[src/rtl/slink_gpio_align_pkg.sv]
// rtl/slink_gpio_align_pkg.sv - shared types and constants for the GPIO RX word aligner
package slink_gpio_align_pkg;

  typedef enum logic [1:0] {
    ST_IDLE   = 2'd0,
    ST_SEARCH = 2'd1,
    ST_VERIFY = 2'd2,
    ST_LOCKED = 2'd3
  } align_state_e;

  localparam logic [7:0] DEFAULT_SYNC_PATTERN = 8'hB5;
  localparam int         MATCH_CNT_W          = 4;

endpackage

[src/rtl/slink_gpio_align_rotate.sv]
// rtl/slink_gpio_align_rotate.sv - extracts every lane rotation of the two-word window and flags sync matches
module slink_gpio_align_rotate #(
  parameter int                        PAR_DATA_WIDTH = 8,
  parameter int                        IO_DATA_WIDTH  = 1,
  parameter int                        DIV_RATIO      = PAR_DATA_WIDTH / IO_DATA_WIDTH,
  parameter logic [PAR_DATA_WIDTH-1:0] SYNC_PATTERN   = '0
) (
  input  logic [2*PAR_DATA_WIDTH-1:0]                window,
  output logic [DIV_RATIO-1:0][PAR_DATA_WIDTH-1:0]   cand,
  output logic [DIV_RATIO-1:0]                       match
);

  for (genvar k = 0; k < DIV_RATIO; k++) begin : g_cand
    assign cand[k]  = window[k*IO_DATA_WIDTH +: PAR_DATA_WIDTH];
    assign match[k] = (cand[k] == SYNC_PATTERN);
  end

endmodule

[src/rtl/slink_gpio_rx_align.sv]
// rtl/slink_gpio_rx_align.sv - GPIO serdes RX word aligner: search, qualify, lock rotation, deliver aligned words
// Optional status outputs (relock_cnt, verify_fail) built when SLINK_GPIO_RX_ALIGN_STATUS_EN is defined.
module slink_gpio_rx_align
  import slink_gpio_align_pkg::*;
#(
  parameter int                        PAR_DATA_WIDTH = 8,
  parameter int                        IO_DATA_WIDTH  = 1,
  parameter logic [PAR_DATA_WIDTH-1:0] SYNC_PATTERN   = PAR_DATA_WIDTH'(DEFAULT_SYNC_PATTERN),
  parameter int                        LOCK_COUNT     = 4,
  localparam int                       DIV_RATIO      = PAR_DATA_WIDTH / IO_DATA_WIDTH,
  localparam int                       SEL_W          = (DIV_RATIO > 1) ? $clog2(DIV_RATIO) : 1
) (
  input  logic                      clk,
  input  logic                      reset,
  input  logic                      enable,
  input  logic                      relock,
  input  logic [PAR_DATA_WIDTH-1:0] rx_par_data,
  output logic [PAR_DATA_WIDTH-1:0] rx_data,
  output logic                      rx_data_valid,
  output logic                      locked,
  output logic [SEL_W-1:0]          align_sel
`ifdef SLINK_GPIO_RX_ALIGN_STATUS_EN
  ,
  output logic [7:0]                relock_cnt,
  output logic                      verify_fail
`endif
);

  localparam logic [MATCH_CNT_W-1:0] LOCK_CNT = MATCH_CNT_W'(LOCK_COUNT);

  align_state_e                                 state, state_nxt;
  logic [PAR_DATA_WIDTH-1:0]                    prev_word;
  logic [MATCH_CNT_W-1:0]                       match_cnt, cnt_nxt;
  logic [SEL_W-1:0]                             sel_nxt, hit_sel;
  logic                                         hit_any, sel_match, lock_nxt;
  logic [PAR_DATA_WIDTH-1:0]                    data_nxt;
  logic [DIV_RATIO-1:0][PAR_DATA_WIDTH-1:0]     cand;
  logic [DIV_RATIO-1:0]                         match;

  slink_gpio_align_rotate #(
    .PAR_DATA_WIDTH (PAR_DATA_WIDTH),
    .IO_DATA_WIDTH  (IO_DATA_WIDTH),
    .DIV_RATIO      (DIV_RATIO),
    .SYNC_PATTERN   (SYNC_PATTERN)
  ) u_rotate (
    .window (({rx_par_data, prev_word})),
    .cand   (cand),
    .match  (match)
  );

  // Lowest matching rotation wins when the window happens to hold several.
  always_comb begin
    hit_any = 1'b0;
    hit_sel = '0;
    for (int k = DIV_RATIO - 1; k >= 0; k--) begin
      if (match[k]) begin
        hit_any = 1'b1;
        hit_sel = SEL_W'(k);
      end
    end
  end

  assign sel_match = match[align_sel];

  always_ff @(posedge clk or posedge reset) begin
    if (reset) begin
      state         <= ST_IDLE;
      prev_word     <= '0;
      match_cnt     <= '0;
      align_sel     <= '0;
      rx_data       <= '0;
      rx_data_valid <= 1'b0;
      locked        <= 1'b0;
    end else begin
      state         <= state_nxt;
      prev_word     <= rx_par_data;
      match_cnt     <= cnt_nxt;
      align_sel     <= sel_nxt;
      rx_data       <= data_nxt;
      rx_data_valid <= lock_nxt;
      locked        <= lock_nxt;
    end
  end

  always_comb begin
    state_nxt = state;
    cnt_nxt   = match_cnt;
    sel_nxt   = align_sel;
    unique case (state)
      ST_IDLE:   state_nxt = ST_SEARCH;
      ST_SEARCH: begin
        if (hit_any) begin
          sel_nxt   = hit_sel;
          cnt_nxt   = MATCH_CNT_W'(1);
          state_nxt = (LOCK_CNT == MATCH_CNT_W'(1)) ? ST_LOCKED : ST_VERIFY;
        end
      end
      ST_VERIFY: begin
        if (!sel_match) begin
          cnt_nxt   = '0;
          state_nxt = ST_SEARCH;
        end else begin
          cnt_nxt = (match_cnt >= LOCK_CNT) ? LOCK_CNT : match_cnt + MATCH_CNT_W'(1);
          if (match_cnt + MATCH_CNT_W'(1) >= LOCK_CNT) state_nxt = ST_LOCKED;
        end
      end
      ST_LOCKED: state_nxt = ST_LOCKED;
    endcase
    if (relock) begin
      state_nxt = ST_SEARCH;
      cnt_nxt   = '0;
      sel_nxt   = align_sel;
    end
    if (!enable) begin
      state_nxt = ST_IDLE;
      cnt_nxt   = '0;
      sel_nxt   = align_sel;
    end
  end

  // Registered outputs follow the state being entered, so the final sync word is the first payload.
  always_comb begin
    lock_nxt = (state_nxt == ST_LOCKED);
    data_nxt = lock_nxt ? cand[sel_nxt] : '0;
  end

`ifdef SLINK_GPIO_RX_ALIGN_STATUS_EN
  always_ff @(posedge clk or posedge reset) begin
    if (reset) begin
      relock_cnt  <= '0;
      verify_fail <= 1'b0;
    end else begin
      verify_fail <= enable && !relock && (state == ST_VERIFY) && !sel_match;
      if ((state == ST_LOCKED) && (state_nxt != ST_LOCKED) && (relock_cnt != 8'hFF))
        relock_cnt <= relock_cnt + 8'd1;
    end
  end
`endif

endmodule

[config.mk]
export PLATFORM = sky130hd
export DESIGN_NAME = slink_gpio_rx_align
export DESIGN_NICKNAME = d
export VERILOG_FILES = /design/src/rtl/slink_gpio_align_pkg.sv /design/src/rtl/slink_gpio_align_rotate.sv /design/src/rtl/slink_gpio_rx_align.sv
export SDC_FILE = /design/constraint.sdc
export NUM_CORES = 1
export LEC_CHECK = 0
export BUFFER_PORTS_ARGS = -buffer_cell sky130_fd_sc_hd__buf_2
export CAP_MARGIN = 20
export CORE_MARGIN = 5
export CORE_UTILIZATION = 51
export CTS_CLUSTER_DIAMETER = 120
export CTS_CLUSTER_SIZE = 24
export DETAILED_ROUTE_END_ITERATION = 10
export PLACE_DENSITY_LB_ADDON = 0.12
export SYNTH_ARGS = -nofsm -noshare
export SYNTH_HDL_FRONTEND = slang
export SYNTH_SLANG_ARGS = --single-unit
[constraint.sdc]
create_clock -name clk -period 2.2 [get_ports clk]
set_clock_uncertainty 0.2 [all_clocks]
set_input_delay 0.66 -clock clk [delete_from_list [all_inputs] [get_ports clk]]
set_output_delay 0.66 -clock clk [all_outputs]
set_load 0.05 [all_outputs]
==> reports/metrics.yaml <==
worstRegToRegCells: 9
status: "finished with violations"
syn-num-nets: 197
dr.pass1.iters: 5
path_cells: "and4bb_1 > or2_4 > a31oi_1 > a21oi_4 > clkbuf_16 > mux2i_2 > mux2i_1 > mux2i_1 > nor2_1"
critical_path_class: "reg -> reg"
met2_length_mm: 3.024
crit_required_ps: 2250
grt_pass1_vias: 1701
path_buf_inv: 1
post-place-ws_ps: -581.8
die-area_mm2: 0.004807
cts-root-buf: "clkbuf_4"
core_mm2: 0.003363
pwr_density_cell_mw_per_mm2: 448.1
end_kind: "flop"
synth-warning-count: 0
num_antenna_cells: 0
synth_seq_cells: 26
grt_pass1_wl_mm: 7.845
io_buffers: 24
cellLeakagePower_nw: 1.230
startpoint_type: "flop"
max_slew_margin: 0.7355
period_share: 1.148
nNetsFinal: 267
multiInputGateArea_mm2: 0.001340
globalplace.congestion: 0.9698
cp_data_arrival_time_ps: 2580
dp_hpwl_mm: 3.406
die_width_um: 69.34
layout_min_cycle_time_ps: 2526
cpMaxStageDelayCell: "dfrtp_2"
drive_gt1_frac: 0.5181
placed_cells: 278
final_cell_mix: "buf_4 (43), dfrtp_1 (22), buf_2 (22)"
r2r_slack_ps: -330
cp_common_cell: "mux2i_1"
antenna_found_initial: 0
insertion_delay_ps: 350
hold_viol: 0
route.detailed.drc: 0
initial_core_util: 0.5339
drv_slew: 0
r2r_end: "rx_data[2]"
met3_wirelength_um: 253
clk_path_buf_depth: 2
synth_edf_count: 0
wire_per_inst_um: 19.42
crit_family: "multiplexers"
final-seq-area_um2: 655.6
tightest_slew_ps: 395.8
ant_nets: 0
ys.flop_type: "dfrtp_1"
grt_max_degree: 27
vias_per_cell: 5.912
tritoncts: "done"
die_h_um: 69.34
num_rows: 21
yosysTopAreaCell: "dfrtp_1"
nFillCells: 209
setup_viol: 11
drt-total-wl_mm: 5.729
clkSlewWorstSetupHoldPaths_ps: 150
drv_cap: 0
ys_async_sr_fraction: 1.000
hold_path.class: "in -> async"
h-tree-depth: 1
syn_inst: 180
cts_made_buffers: 3
ir_worst_vdd_mv: 0.5694
synth_cell_types: 49
fin_ws_ps: -325.9
pin_count: 25
rsz0062_at_grt: "yes"
worstReg2RegStart: "prev_word[5]"
final-instance-count-excl-fill: 295
overflow: 0
clock_sinks: 26
mostFrequentLayoutCell: "buf_4"
fmax_mhz: 395.9
max_stage_delay_ps: 460
synthTopCellsByArea: "dfrtp_1 (36%), mux2i_1 (16%), and4bb_1 (4.2%)"
crit_fanout: 5
power_mw: 1.207
seq_area_frac_synth: 0.3624
syn_avg_cell_area_um2: 9.975
m1WireLength_mm: 2.322
highest_layer: "met4"
syn_to_final_growth_pct: 49.97
violations: "negative setup slack"
hold_ws_ps: 135.4
track_usage: 0.1965
synth_area_mm2: 0.001795
drt-initial-drc-count: 102
via_count: 1744
synth_top_cell_area_share: 0.3624
cp.depth: 9
timing repair:
action,4_1_cts,5_1_grt
hold buffers,0,0
pin swaps,2,18
hold endpoints to repair,0,0
gates cloned,0,3
setup endpoints to repair,14,15
gates resized for setup,13,49
setup buffers,4,7
worst register-to-register path: stages (launching register included):
cell and delay, ps:
dfrtp_2 460, and4bb_1 210, or2_4 250, a31oi_1 350
a21oi_4 140, clkbuf_16 190, mux2i_2 240, mux2i_1 140
mux2i_1 180, nor2_1 70
cell usage after synthesis (3+ instances only):
cell type,n
dfrtp_1,26
nand2_1,14
nor3_1,4
nand3_1,4
mux2i_1,29
ha_1,5
o21ai_0,5
inv_1,8
a21oi_1,8
and4bb_1,6
nand3b_1,3
buf_6,4
nor2_1,18
power by group:
part	switching, mW	total (mW)	internal (mW)	leakage [nW]
Clock	0.160	0.345	0.185	0.0279
Combinational	0.173	0.349	0.177	0.865
Sequential	0.0205	0.513	0.492	0.337
metal layers:
| layer | GRT usage | vias to the layer above |
|---|---|---|
| li1 | - | 802 |
| met1 | 0.2357 | 880 |
| met2 | 0.3591 | 51 |
| met3 | 0.02899 | 11 |
| met4 | 0.05857 | 0 |
| met5 | 0 | - |
registers in the layout, summed over array words and instances, names as in the netlist:
signal,cells
prev_word,8
rx_data,8
align_sel,3
locked,1
state,2
match_cnt,4
cell families (layout without fill, tap and decap cells):
logic type      Yosys count  in the layout  synth area share
simple gates             73             74            0.2558
compound gates           31             31            0.1303
mux                      29             29            0.1617
flops                    26             26            0.3624
buf+inv                  16             84           0.05504
fa+ha+maj                 5              5           0.03484
worst max path at each step:
| stage | startpoint | slack, ps | to |
|---|---|---|---|
| 5_1_grt | prev_word[6] | -450 | rx_data[3] |
| 3_5_place_dp | rx_par_data[1] | -580 | rx_data[5] |
| 3_3_place_gp | rx_par_data[2] | -510 | rx_data[2] |
| 6_report | prev_word[5] | -330 | rx_data[2] |
| 2_1_floorplan | rx_par_data[2] | -260 | rx_data[2] |
| 4_1_cts | prev_word[7] | -210 | rx_data[5] |
area by class of cell:
class	count	share of cell area
clock buffer	3	0.008364
timing repair buffer	72	0.2068
sequential	26	0.2435
multi-input combinational	139	0.4977
clock inverter	1	0.01115
tap	46	0.02138
inverter	8	0.01115
per-stage QoR:
stage / instance area, µm² / util / TNS [ps]
after detailed placement: 2203 / 0.6551 / -7238
after CTS: 2350 / 0.6987 / -1953
after global placement: 2203 / 0.6551 / -6662
after floorplan: 1800 / - / -2152
final: 2693 / 0.8006 / -2732
after global routing: 2693 / 0.8006 / -3987
No activity file was read; power rests on OpenSTA's default activity.
